[src/rtl/regfile_mp_if.sv]
// Register-file bus: two write ports, NRD read ports, busy scoreboard.
// Ports: write ports 0/1, packed read address/data vectors, per-port busy,
//        busy_set request, registered busy_vec and wcollide.
interface regfile_mp_if #(
   parameter int unsigned WIDTH  = 8,
   parameter int unsigned ADDR_W = 2,
   parameter int unsigned NRD    = 2
);
   localparam int unsigned DEPTH = 2**ADDR_W;

   logic                    we0;
   logic [ADDR_W-1:0]       waddr0;
   logic [WIDTH-1:0]        wdata0;
   logic                    we1;
   logic [ADDR_W-1:0]       waddr1;
   logic [WIDTH-1:0]        wdata1;
   logic [NRD*ADDR_W-1:0]   raddr;
   logic [NRD*WIDTH-1:0]    rdata;
   logic [NRD-1:0]          rbusy;
   logic                    busy_set;
   logic [ADDR_W-1:0]       busy_addr;
   logic [DEPTH-1:0]        busy_vec;
   logic                    wcollide;

   // Decode/writeback side drives requests and observes results.
   modport master (
      output we0, waddr0, wdata0, we1, waddr1, wdata1, raddr, busy_set, busy_addr,
      input  rdata, rbusy, busy_vec, wcollide
   );

   // Register file side.
   modport slave (
      input  we0, waddr0, wdata0, we1, waddr1, wdata1, raddr, busy_set, busy_addr,
      output rdata, rbusy, busy_vec, wcollide
   );
endinterface

[src/rtl/regfile_mp.sv]
// Multi-port register file with write-through bypass and busy scoreboard.
// Ports: clk, rst (sync, active-high), bus (regfile_mp_if.slave).
//   rdata/rbusy are combinational; busy_vec/wcollide are registered.
module regfile_mp #(
   parameter int unsigned WIDTH    = 8,
   parameter int unsigned ADDR_W   = 2,
   parameter int unsigned NRD      = 2,
   parameter bit          ZERO_REG = 1'b0
) (
   input  logic         clk,
   input  logic         rst,
   regfile_mp_if.slave  bus
);
   localparam int unsigned DEPTH = 2**ADDR_W;

   logic [WIDTH-1:0] mem_q [DEPTH];
   logic [WIDTH-1:0] mem_d [DEPTH];
   logic [DEPTH-1:0] busy_q, busy_d;
   logic             wcollide_q, wcollide_d;

   // Writes/busy requests to a hardwired-zero register are dropped up front.
   logic we0_eff, we1_eff, bset_eff;
   assign we0_eff  = bus.we0 && !(ZERO_REG && (bus.waddr0 == '0));
   assign we1_eff  = bus.we1 && !(ZERO_REG && (bus.waddr1 == '0));
   assign bset_eff = bus.busy_set && !(ZERO_REG && (bus.busy_addr == '0));

   // Next-state: port 1 applied last so it wins a same-address write;
   // busy set applied after the completion clear so a re-issue wins.
   always_comb begin
      mem_d      = mem_q;
      busy_d     = busy_q;
      wcollide_d = we0_eff && we1_eff && (bus.waddr0 == bus.waddr1);
      if (we0_eff) mem_d[bus.waddr0] = bus.wdata0;
      if (we1_eff) begin
         mem_d[bus.waddr1]  = bus.wdata1;
         busy_d[bus.waddr1] = 1'b0;
      end
      if (bset_eff) busy_d[bus.busy_addr] = 1'b1;
   end

   // State registers with synchronous reset.
   always_ff @(posedge clk) begin
      if (rst) begin
         mem_q      <= '{default: '0};
         busy_q     <= '0;
         wcollide_q <= 1'b0;
      end else begin
         mem_q      <= mem_d;
         busy_q     <= busy_d;
         wcollide_q <= wcollide_d;
      end
   end

   assign bus.busy_vec = busy_q;
   assign bus.wcollide = wcollide_q;

   // Read ports: completion write forwarded first, then ALU write, then storage.
   for (genvar i = 0; i < NRD; i++) begin : g_rd
      logic [ADDR_W-1:0] a;
      logic              a_zero, hit0, hit1;
      assign a      = bus.raddr[i*ADDR_W +: ADDR_W];
      assign a_zero = ZERO_REG && (a == '0);
      assign hit1   = we1_eff && (bus.waddr1 == a);
      assign hit0   = we0_eff && (bus.waddr0 == a);
      assign bus.rdata[i*WIDTH +: WIDTH] = (rst || a_zero) ? '0 :
                                           hit1 ? bus.wdata1 :
                                           hit0 ? bus.wdata0 : mem_q[a];
      assign bus.rbusy[i] = !rst && !a_zero && busy_q[a] && !hit1;
   end
endmodule
[src/flat_wrapper.sv]
// flat-port wrapper written by rule: the top's interface ports become plain ports
module regfile_mp_flat 
#(
   parameter int unsigned WIDTH    = 8,
   parameter int unsigned ADDR_W   = 2,
   parameter int unsigned NRD      = 2,
   parameter bit          ZERO_REG = 1'b0
)
  (clk, rst, bus_we0, bus_waddr0, bus_wdata0, bus_we1, bus_waddr1, bus_wdata1, bus_raddr, bus_busy_set, bus_busy_addr, bus_rdata, bus_rbusy, bus_busy_vec, bus_wcollide);
  regfile_mp_if #(.WIDTH(WIDTH), .ADDR_W(ADDR_W), .NRD(NRD)) bus_i ();
  input  logic clk;
  input  logic rst;
  input wire logic [$bits(bus_i.we0)-1:0] bus_we0;
  input wire logic [$bits(bus_i.waddr0)-1:0] bus_waddr0;
  input wire logic [$bits(bus_i.wdata0)-1:0] bus_wdata0;
  input wire logic [$bits(bus_i.we1)-1:0] bus_we1;
  input wire logic [$bits(bus_i.waddr1)-1:0] bus_waddr1;
  input wire logic [$bits(bus_i.wdata1)-1:0] bus_wdata1;
  input wire logic [$bits(bus_i.raddr)-1:0] bus_raddr;
  input wire logic [$bits(bus_i.busy_set)-1:0] bus_busy_set;
  input wire logic [$bits(bus_i.busy_addr)-1:0] bus_busy_addr;
  output wire logic [$bits(bus_i.rdata)-1:0] bus_rdata;
  output wire logic [$bits(bus_i.rbusy)-1:0] bus_rbusy;
  output wire logic [$bits(bus_i.busy_vec)-1:0] bus_busy_vec;
  output wire logic [$bits(bus_i.wcollide)-1:0] bus_wcollide;
  assign bus_i.we0 = bus_we0;
  assign bus_i.waddr0 = bus_waddr0;
  assign bus_i.wdata0 = bus_wdata0;
  assign bus_i.we1 = bus_we1;
  assign bus_i.waddr1 = bus_waddr1;
  assign bus_i.wdata1 = bus_wdata1;
  assign bus_i.raddr = bus_raddr;
  assign bus_i.busy_set = bus_busy_set;
  assign bus_i.busy_addr = bus_busy_addr;
  assign bus_rdata = bus_i.rdata;
  assign bus_rbusy = bus_i.rbusy;
  assign bus_busy_vec = bus_i.busy_vec;
  assign bus_wcollide = bus_i.wcollide;
  regfile_mp #(.WIDTH(WIDTH), .ADDR_W(ADDR_W), .NRD(NRD), .ZERO_REG(ZERO_REG)) u_core (.clk(clk), .rst(rst), .bus(bus_i));
endmodule
[config.mk]
export PLATFORM = sky130hd
export DESIGN_NAME = regfile_mp_flat
export DESIGN_NICKNAME = d
export VERILOG_FILES = /design/src/rtl/regfile_mp_if.sv /design/src/rtl/regfile_mp.sv /design/src/flat_wrapper.sv
export SDC_FILE = /design/constraint.sdc
export NUM_CORES = 1
export LEC_CHECK = 0
export ABC_AREA = 1
export CAP_MARGIN = 20
export CORE_MARGIN = 5
export CORE_UTILIZATION = 35
export DETAILED_ROUTE_END_ITERATION = 8
export DONT_BUFFER_PORTS = 1
export SLEW_MARGIN = 20
export SYNTH_ARGS = -nofsm -noshare
export SYNTH_HDL_FRONTEND = slang
export SYNTH_SLANG_ARGS = --single-unit
[constraint.sdc]
create_clock -name clk -period 2.6 [get_ports clk]
set_input_delay 0.26 -clock clk [delete_from_list [all_inputs] [get_ports clk]]
set_output_delay 0.26 -clock clk [all_outputs]
set_load 0.02 [all_outputs]
==> metrics.md <==
| Metric | Value |
|---|---|
| Run status | complete, no violations |
| Layout cell share with drive strength beyond 1 | 7.51% |
| Seq/Total Area, Yosys | 24.3% |
| Syn_nets | 552 |
| Routed via count | 3399 |
| Endpoint class of the critical path | output port |
| Worst-case reg-to-reg path depth | 4 |
| CP required | 2.34 ns |
| Setup Skew | 0 ns |
| Initial core utilization | 35.5% |
| Critical Path AT | 1.57 ns |
| TritonRoute pass-1 iters | 5 |
| DR vias/cell | 5.54 |
| Mux cell area share after synthesis | 0% |
| DP HPWL | 8080 um |
| Drt initial violations | 351 |
| Startpoint types | register |
| Hold Crit Class | in2reg |
| Compound-Gate Fraction of Synth Area | 20.9% |
| Post-route ant nets | 0 |
| Clk root buf | clkbuf_8 |
| RSZ-0062 raised after global routing | no |
| Max Transition Viols Final | 0 |
| Global Route met1 Usage | 26.8% |
| Post-Route WL | 10900 um |
| Post-Synth XOR/XNOR Area | 1.64% |
| Core area | 8590 um2 |
| Mapped Area | 3050 um2 |
| Relative slew slack | 46.1% |
| Clk pwr share | 27.8% |
| Die ar. | 10700 um2 |
| Largest net degree at the start of global routing | 35 |
| Global-route wire length before repair | 16400 um |
| Layout area overhead | 2.95% |
| Worst path max stage delay | 0.48 ns |
| I/O pin count | 54 |
| Main combinational cell family by area after synthesis | simple AND/OR/NAND/NOR gates |
| Top-area cell type share of the netlist area | 24.3% |
| Final setup viols | 0 |
| Worst vdd ir | 180 uV |
| Routability-driven placement congestion ratio | 1.01 |
| CTS resizes | 0 |
| Vias in the first global route | 2974 |
| Sw Share | 37.2% |
| Fillcell total | 965 |
| Initial antenna violation count | 0 |
| Clock slew at reported path FFs | 0.07 ns |
| Chip height | 103 um |
| DR WL/cell | 17.7 um |
| Post-synthesis cell count | 521 |
| Total grt overflow | 0 |
| Cell taking the most area after synthesis | dfxtp_1 |
| Hold Vio Cnt, Final | 0 |
| Min Tclk post-route | 1.83 ns |
| Fmax | 0.548 GHz |
| Port Buffer Count | 0 |
| Combinational Power Share | 27.9% |
| Post-synthesis area per instance | 5.86 um2 |
| CP Max Fanout | 3 |
| Critical path's slowest cell | dfxtp_1 |
| Site Rows | 34 |
| Worst-case clock buffer depth | 2 |
| Post-CTS setup buffer count | 0 |
| Sequential Area | 741 um2 |
| Nets@finish | 536 |
| Die X-Extent | 103 um |
| M2 GR Usage | 32.0% |
| Post-synthesis adder-cell area fraction | 0% |
| MaxCap Viol Count | 0 |
| CTS buffer count | 5 |
| Top cells by area, synth | dfxtp_1 24%, nand2_1 22%, a21oi_1 9.7% |
| Setup CP Type | reg2out |
| Worst slew pin tran | 0.806 ns |
| Ant. Diodes | 0 |
| H-tree depth | 2 |
| Clock sink total | 37 |
| Multi-input logic area | 1930 um2 |
| CTS tree | built |
| Internal Power | 910 uW |
| All-layer global routing usage | 20.3% |
| Met3 usage | 5.23% |
| Worst path cell trace | inv_1 > a21oi_1 > o21ai_0 > a21oi_1 |
| Pwr dens | 461 nW/um2 |
| Switching pwr | 539 uW |
| Drt drc | 0 |
| Hold-fix buffers, CTS | 0 |
| Hold Crit Depth | 1 |
| Setup TNS | 0 ns |
| FF+latch count, synth | 37 |
| Simple-Gate Fraction of Synth Area | 40.7% |
| Final Core Density | 36.6% |
| Leakage power | 1.54 nW |
| Fin crit share | 70.2% |
| CP dominant cell by count | a21oi_1 |
| Yosys cell types | 29 |
| Clk Latency, worst-skew pair | 0.30 ns |
| Synth Warn # | 0 |
| Register share of total power | 44.3% |
| Most Crowded Layer GR | met2 |
## power groups by stage
stage	sequential [mW]	combinational, mW	clock [mW]
floorplan	0.641	0.346	0
global placement	0.655	0.390	0
detailed placement	0.654	0.399	0
CTS	0.641	0.400	0.413
global route	0.646	0.452	0.437
finish	0.643	0.404	0.403
## layout by cell type, fill, tap and decap left out
cell type / synthesis / layout
clkinv_1: 1 / 1
buf_4: 3 / 1
nand2_2: 5 / 5
nand3_2: 4 / 4
xnor2_2: 2 / 2
dfxtp_1: 37 / 37
clkbuf_8: 0 / 5
inv_1: 58 / 58
nand2_1: 180 / 180
nor3_2: 1 / 1
o21ai_0: 38 / 38
o21ai_2: 1 / 1
inv_2: 7 / 7
xor2_1: 2 / 2
a21oi_1: 59 / 59
nand2_4: 2 / 2
nand3_1: 54 / 54
o21ai_1: 7 / 7
nand4_1: 16 / 16
o211ai_1: 12 / 12
nand3_4: 2 / 2
clkbuf_1: 3 / 1
clkinv_2: 0 / 2
nor2_1: 2 / 2
nor3_4: 2 / 2
nor2_2: 2 / 2
nor3_1: 1 / 1
a21oi_2: 2 / 2
## registers in the layout, summed over array words and instances (netlist names)
name,flops
u_core.bus.busy_vec,4
u_core.mem_q,32
u_core.bus.wcollide,1
## worst paths after layout
path              slack (ns)                endpoint                    from
hold / removal          0.03  u_core.bus.busy_vec[0]                     rst
hold reg to reg         0.59  u_core.bus.busy_vec[1]  u_core.bus.busy_vec[1]
setup reg to reg        1.77        u_core.mem_q[12]        u_core.mem_q[12]
setup / recovery        0.77            bus_rbusy[1]  u_core.bus.busy_vec[1]
## cell usage after synthesis, drive strengths merged
cell type    n
nand4       16
clkbuf       3
clkinv       1
buf         21
nand3       60
o21ai       46
nand2      187
dfxtp       37
a21oi       61
o211ai      12
nor3         4
inv         65
nor2         4
xor2         2
xnor2        2
## per-stage QoR
stage               hold slack (ns)  std cells  setup WS (ns)  total power, mW  area, um2
floorplan                     0.412        521           1.04            0.988       3050
global placement              0.338        606          0.881             1.04       3060
detailed placement            0.340        606          0.823             1.05       3060
CTS                          0.0240        614          0.752             1.45       3140
global route                 0.0125        614          0.671             1.54       3140
finish                       0.0295        614          0.774             1.45       3140
## cell families (layout without fill, tap and decap cells)
kind of cell           after synthesis  in the layout
XOR/XNOR                             4              4
buffers and inverters               90             75
flip-flops                          37             37
AND/OR/NAND/NOR                    271            271
AO/OA/AOI/OAI                      119            119
## critical path: cells and delay by family (launching register included)
| kind | cells | cell delay, ns |
|---|---|---|
| DFF | 1 | 0.48 |
| buffers and inverters | 1 | 0.11 |
| AOI/OAI and AO/OA | 3 | 0.69 |
## per-layer routing
layer / vias up / wire, um / share of wire (%)
met2: 135 / 4860 / 45
li1: 1684 / - / -
met3: 21 / 1020 / 9.4
met5: - / 0 / 0
met1: 1559 / 4700 / 43
met4: 0 / 285 / 2.6
## layout make-up
cell class                      instances  area share (%)
Sequential cell                        37            23.6
Inverter                               66            7.88
Clock inverter                          2           0.318
Multi-Input combinational cell        394            61.4
Timing Repair Buffer                    1           0.239
Tap cell                              108            4.30
Clock buffer                            6            2.31
No activity file was read; power rests on OpenSTA's default activity.
